<file path="src/rtl/intt_butterfly_pipe.sv">
`default_nettype none
// ============================================================================
// Module   : intt_butterfly_pipe
// Purpose  : Fully pipelined Gentleman-Sande butterfly mod Q (Dilithium INTT),
//            4-cycle latency. Optional write counter under INTT_BF_COUNT_EN.
// Revision : 1.0 - initial release
// ============================================================================
module intt_butterfly_pipe #(
    parameter int Q  = 8380417,
    parameter int DW = 23,
    parameter int AW = 8,
    parameter int ZW = 8
) (
    input  logic          clk_i,
    input  logic          rst_i,
    input  logic          valid_i,
    input  logic [AW-1:0] addr_a_i,
    input  logic [AW-1:0] addr_b_i,
    input  logic [ZW-1:0] zeta_idx_i,
    output logic [AW-1:0] rd_addr_a_o,
    output logic [AW-1:0] rd_addr_b_o,
    input  logic [DW-1:0] rd_data_a_i,
    input  logic [DW-1:0] rd_data_b_i,
    output logic [ZW-1:0] zeta_addr_o,
    input  logic [DW-1:0] zeta_i,
    output logic          wr_en_o,
    output logic [AW-1:0] wr_addr_a_o,
    output logic [AW-1:0] wr_addr_b_o,
    output logic [DW-1:0] wr_data_a_o,
    output logic [DW-1:0] wr_data_b_o,
    output logic          busy_o,
    output logic          hazard_o
`ifdef INTT_BF_COUNT_EN
    ,
    output logic [10:0]   bf_count_o,
    output logic          done_o
`endif
);

    // 2^DW mod Q == 2^c_K - 1, which lets the product be folded with shifts.
    localparam int c_K   = 13;
    localparam int c_F1W = DW + c_K + 1;
    localparam int c_F2W = 2 * c_K + 2;
    localparam int c_F3W = DW + 1;
    localparam logic [DW:0]   c_Q_X = (DW+1)'(Q);
    localparam logic [DW-1:0] c_Q   = DW'(Q);

    logic          r_v1, r_v2, r_v3, r_wr_en;
    logic [AW-1:0] r_a1, r_b1, r_a2, r_b2, r_a3, r_b3, r_wr_a, r_wr_b;
    logic [DW-1:0] r_s2, r_d2, r_z2, r_s3, r_wr_da, r_wr_db;
    logic [2*DW-1:0] r_p3;
    logic          r_hazard;

    logic [DW:0]     w_sum, w_sum_red, w_diff;
    logic [DW-1:0]   w_s, w_d, w_r;
    logic [c_F1W-1:0] w_f1;
    logic [c_F2W-1:0] w_f2;
    logic [c_F3W-1:0] w_f3, w_r_full;
    logic            w_hit;
    logic [1:0]      w_unused;

    assign rd_addr_a_o = addr_a_i;
    assign rd_addr_b_o = addr_b_i;
    assign zeta_addr_o = zeta_idx_i;

    // Modular add/sub straight off the RAM read bus.
    assign w_sum     = {1'b0, rd_data_a_i} + {1'b0, rd_data_b_i};
    assign w_sum_red = (w_sum >= c_Q_X) ? (w_sum - c_Q_X) : w_sum;
    assign w_s       = w_sum_red[DW-1:0];
    assign w_diff    = {1'b0, rd_data_a_i} - {1'b0, rd_data_b_i};
    assign w_d       = w_diff[DW] ? (w_diff[DW-1:0] + c_Q) : w_diff[DW-1:0];

    // Three folds bring any 46-bit product below 2Q; one subtract finishes it.
    assign w_f1 = {1'b0, r_p3[2*DW-1:DW], {c_K{1'b0}}}
                - c_F1W'(r_p3[2*DW-1:DW]) + c_F1W'(r_p3[DW-1:0]);
    assign w_f2 = {w_f1[c_F1W-1:DW], {c_K{1'b0}}}
                - c_F2W'(w_f1[c_F1W-1:DW]) + c_F2W'(w_f1[DW-1:0]);
    assign w_f3 = c_F3W'({w_f2[c_F2W-1:DW], {c_K{1'b0}}})
                - c_F3W'(w_f2[c_F2W-1:DW]) + c_F3W'(w_f2[DW-1:0]);
    assign w_r_full = (w_f3 >= c_Q_X) ? (w_f3 - c_Q_X) : w_f3;
    assign w_r      = w_r_full[DW-1:0];

    assign w_unused = {w_sum_red[DW], w_r_full[DW]};

    function automatic logic addr_hit(input logic [AW-1:0] ra, input logic [AW-1:0] rb,
                                      input logic [AW-1:0] wa, input logic [AW-1:0] wb);
        return (ra == wa) || (ra == wb) || (rb == wa) || (rb == wb);
    endfunction

    assign w_hit = valid_i && (
                   (r_v1    && addr_hit(addr_a_i, addr_b_i, r_a1,   r_b1))   ||
                   (r_v2    && addr_hit(addr_a_i, addr_b_i, r_a2,   r_b2))   ||
                   (r_v3    && addr_hit(addr_a_i, addr_b_i, r_a3,   r_b3))   ||
                   (r_wr_en && addr_hit(addr_a_i, addr_b_i, r_wr_a, r_wr_b)));

    always_ff @(posedge clk_i or posedge rst_i) begin
        if (rst_i) begin
            r_v1     <= 1'b0;
            r_v2     <= 1'b0;
            r_v3     <= 1'b0;
            r_wr_en  <= 1'b0;
            r_a1     <= '0;
            r_b1     <= '0;
            r_a2     <= '0;
            r_b2     <= '0;
            r_a3     <= '0;
            r_b3     <= '0;
            r_s2     <= '0;
            r_d2     <= '0;
            r_z2     <= '0;
            r_s3     <= '0;
            r_p3     <= '0;
            r_wr_a   <= '0;
            r_wr_b   <= '0;
            r_wr_da  <= '0;
            r_wr_db  <= '0;
            r_hazard <= 1'b0;
        end else begin
            r_v1     <= valid_i;
            r_a1     <= addr_a_i;
            r_b1     <= addr_b_i;
            r_v2     <= r_v1;
            r_a2     <= r_a1;
            r_b2     <= r_b1;
            r_s2     <= w_s;
            r_d2     <= w_d;
            r_z2     <= zeta_i;
            r_v3     <= r_v2;
            r_a3     <= r_a2;
            r_b3     <= r_b2;
            r_s3     <= r_s2;
            r_p3     <= (2*DW)'(r_d2) * (2*DW)'(r_z2);
            r_wr_en  <= r_v3;
            // Outputs hold their last values across bubbles.
            if (r_v3) begin
                r_wr_a  <= r_a3;
                r_wr_b  <= r_b3;
                r_wr_da <= r_s3;
                r_wr_db <= w_r;
            end
            r_hazard <= r_hazard | w_hit;
        end
    end

    assign wr_en_o     = r_wr_en;
    assign wr_addr_a_o = r_wr_a;
    assign wr_addr_b_o = r_wr_b;
    assign wr_data_a_o = r_wr_da;
    assign wr_data_b_o = r_wr_db;
    assign busy_o      = r_v1 | r_v2 | r_v3 | r_wr_en;
    assign hazard_o    = r_hazard;

`ifdef INTT_BF_COUNT_EN
    localparam logic [10:0] c_LAST = 11'd1023;
    logic [10:0] r_bf_count;

    // 8 layers x 128 butterflies; wraps to zero on the last write.
    always_ff @(posedge clk_i or posedge rst_i) begin
        if (rst_i) begin
            r_bf_count <= '0;
        end else if (r_wr_en) begin
            r_bf_count <= (r_bf_count == c_LAST) ? 11'd0 : r_bf_count + 11'd1;
        end
    end

    assign bf_count_o = r_bf_count;
    assign done_o     = r_wr_en & (r_bf_count == c_LAST);
`endif

endmodule
`default_nettype wire

</file>
<file path="config.mk">
export PLATFORM = sky130hd
export DESIGN_NAME = intt_butterfly_pipe
export DESIGN_NICKNAME = d
export VERILOG_FILES = /design/src/rtl/intt_butterfly_pipe.sv
export SDC_FILE = /design/constraint.sdc
export NUM_CORES = 2
export LEC_CHECK = 0
export BUFFER_PORTS_ARGS = -buffer_cell sky130_fd_sc_hd__buf_2
export CAP_MARGIN = 30
export CORE_AREA = 8 8 276 385
export DETAILED_ROUTE_END_ITERATION = 10
export DIE_AREA = 0 0 284 393
export PLACE_DENSITY = 0.49
export SETUP_SLACK_MARGIN = 0.2
export SLEW_MARGIN = 20
export SYNTH_ARGS = -nofsm -noshare
export SYNTH_HDL_FRONTEND = slang
export SYNTH_SLANG_ARGS = --single-unit
</file>
<file path="constraint.sdc">
create_clock -name clk_i -period 10.25 [get_ports clk_i]
set_input_delay 2.05 -clock clk_i [delete_from_list [all_inputs] [get_ports clk_i]]
set_output_delay 2.05 -clock clk_i [all_outputs]
set_load 0.03 [all_outputs]
</file>
==> results.cfg <==
[floorplanning]
die-area_um2 = 112000
die_h_um = 393
initial_core_util_pct = 34.7
row_count = 138
ios = 185
fp.dieW_um = 284
core_um2 = 100000

[synthesis]
ys_ff_latch = 253
yosysSeqAreaShare_pct = 18.2
synthFlopType = dfrtp_1
ys_warn_count = 0
synth_fp_nets = 4716
syn_inst = 3825
synth_area_um2 = 34900
synth.distinct_cells = 90
syn_area_per_cell_um2 = 9.12
async_flop_share_pct = 100
synth-edff-count = 0

[setup_path]
rr_worst_depth = 45
path_class = register to register
critPathMaxFanout = 8
worstPathArrival_ns = 10.19
r2r-end = wr_data_b_o[11]
startpoint = r_p3[24]
start_kind = register
cp_common_cell = buf_4
r2r-start = r_p3[24]
slowest_delay_ns = 0.51
worst_setup_path_end_kind = register
reg2reg_slack_ns = 0.60
worstPathRequired_ns = 10.79
cp_slowest_cell = fa_1

[detailed_routing]
wl_um = 99700
drc_errors = 0
viasPerCell = 4.96
drtAntennaViolNets = 0
drt_first_pass_iters = 5
dr.first_iter.drc_count = 1234
vias = 26744
routedWlPerCell_um = 18.5

[placed_design]
port_buffers = 168
dp_hpwl_um = 80500
pre_cts_ws_ns = -0.145
place.gp.congestion = 0.866

[worst_hold_path]
min_path_cells = 0
min_to = r_s3[19]
hold_path.class = register to register
hold_start = r_s2[19]

[clock_network]
clock-sinks = 253
cts_tree = yes
clock_path_buffers = 3
clk_latency_ns = 0.62
cts_buffers = 31
h-tree-depth = 1
cts-root-buf = clkbuf_16
clk_pin_slew_ns = 0.06

[timing]
finalSetupViolCount = 0
final_max_slew_viol_count = 0
finalHoldViolCount = 0
fin_skew_ns = 0.0207
timing.final.crit_share_pct = 94.1
fmax_mhz = 104
rsz0062_at_grt = no
worstMarginPinSlew_ns = 1.02
slew_headroom_pct = 31.2
fin_crit_ns = 9.65
worst_slack_ns = 0.601

[grt]
gr-total-overflow = 0
grt_pass1_wl_um = 158000
grt_pass1_vias = 28389
antenna_found_initial = 0
grt_max_degree = 139
grt_usage_pct = 17.7

[finish]
nNetsFinal = 4933
drive_gt1_share_pct = 14.5
diodes = 0
area_delta_synth_final_pct = 14.0

[flow_run]
cap_violations = 0

[status]
outcome = completed
final cells by class:
type                            instances  area (um^2)
Inverter                              647         2440
Sequential cell                       253         6340
Timing Repair Buffer                  360         2380
Tap cell                             1330         1660
Fill cell                           10271        60700
Clock inverter                         20          267
Multi-Input combinational cell       2749        25900
Clock buffer                           36          805
worst max-delay path: cells and delay by family (launching register included):
kind	cells	cell delay, ns
AO/OA/AOI/OAI	20	3.89
XOR/XNOR	2	0.42
adder cells (fa/ha/maj)	5	1.63
buffers and inverters	8	1.03
flip-flops	1	0.34
AND/OR/NAND/NOR	10	2.23
flip-flops by register name (all words and copies together), names as in the netlist, 8 cells and up:
name / count
r_p3: 46
r_d2: 23
r_s2: 23
r_s3: 23
r_z2: 23
wr_data_a_o: 23
wr_data_b_o: 23
r_a1: 8
r_a2: 8
r_a3: 8
r_b1: 8
r_b2: 8
r_b3: 8
wr_addr_a_o: 8
wr_addr_b_o: 8
repair_timing:
| item | CTS | global route |
|---|---|---|
| pin swaps | 3 | 40 |
| hold buffers | 0 | 0 |
| endpoints found under the hold margin | 0 | 0 |
| buffers inserted | 3 | 15 |
| setup endpoints to repair | 21 | 23 |
| resized for setup | 12 | 98 |
| gates cloned | 0 | 1 |
through the flow:
stage | setup TNS (ns) | util, % | hold slack, ns | area, um^2 | std cells
final | 0 | 39.6 | 0.338 | 39800 | 5395
after global placement | -0.00270 | 37.7 | 0.332 | 37900 | 5315
after detailed placement | -0.359 | 37.8 | 0.335 | 38000 | 5318
after global routing | 0 | 39.6 | 0.347 | 39800 | 5395
after floorplan | 0 | - | 0.331 | 34900 | 3825
after CTS | 0 | 38.9 | 0.343 | 39100 | 5377
Yosys cell counts (66+ instances only):
cell type / number / share of area, %
and2_1: 163 / 2.9
a21o_1: 66 / 1.4
xnor2_1: 194 / 4.9
ha_1: 342 / 12
o21ai_0: 93 / 1.3
nor2_1: 133 / 1.4
xor2_1: 119 / 3.0
inv_1: 647 / 7.0
fa_1: 453 / 26
dfrtp_1: 253 / 18
clkbuf_1: 133 / 1.4
nand2_1: 475 / 5.1
a21oi_1: 137 / 2.0
cell families (layout without fill, tap and decap cells):
logic type                 Yosys count  count (layout)  share of synthesized area [%]
adders and majority gates          795             795                           38.3
AOI/OAI and AO/OA                  520             520                           9.94
xor gates and xnor gates           317             317                           8.05
and+or+nand+nor                   1065            1065                           14.8
DFF                                253             253                           18.2
buffers and inverters              823            1063                           9.17
muxes                               52              52                           1.65
metal layers:
layer / GRT usage (%) / up-vias / routed length, um
li1: - / 12626 / -
met1: 20.4 / 13403 / 39600
met2: 33.5 / 553 / 52100
met3: 1.77 / 162 / 3860
met4: 6.50 / 0 / 4220
met5: 0 / - / 0
cell usage in the layout (no fill, tap or decap), types with 11 or more instances in the layout:
cell / n
o21a_1: 19
mux2_2: 44
fa_1: 451
a211oi_1: 15
nor2_1: 131
and3_1: 18
a21o_1: 66
or2_2: 15
xnor2_1: 192
nor4_1: 28
ha_4: 14
buf_2: 168
buf_4: 182
xor2_1: 118
ha_1: 322
nand3_1: 41
a21oi_1: 127
and2_1: 163
nor3_1: 46
nand2b_1: 26
o21ai_1: 11
inv_1: 643
nand4_1: 38
clkbuf_16: 32
nor2b_1: 19
a31oi_1: 26
nand2_1: 472
o21ai_0: 81
o21bai_1: 26
dfrtp_1: 251
or3_1: 13
worst max path at each step:
stage	slack [ns]	cells after the start	end
global placement	-0.003	44	wr_data_b_o[7]
detailed placement	-0.14	44	wr_data_b_o[7]
CTS	0.20	49	wr_data_b_o[7]
global route	0.14	47	wr_data_b_o[7]
finish	0.60	45	wr_data_b_o[11]
floorplan	0.29	47	wr_data_b_o[9]
Power is not shown: default switching activity piles up to over one toggle a cycle in this logic, so the estimate is an artifact.
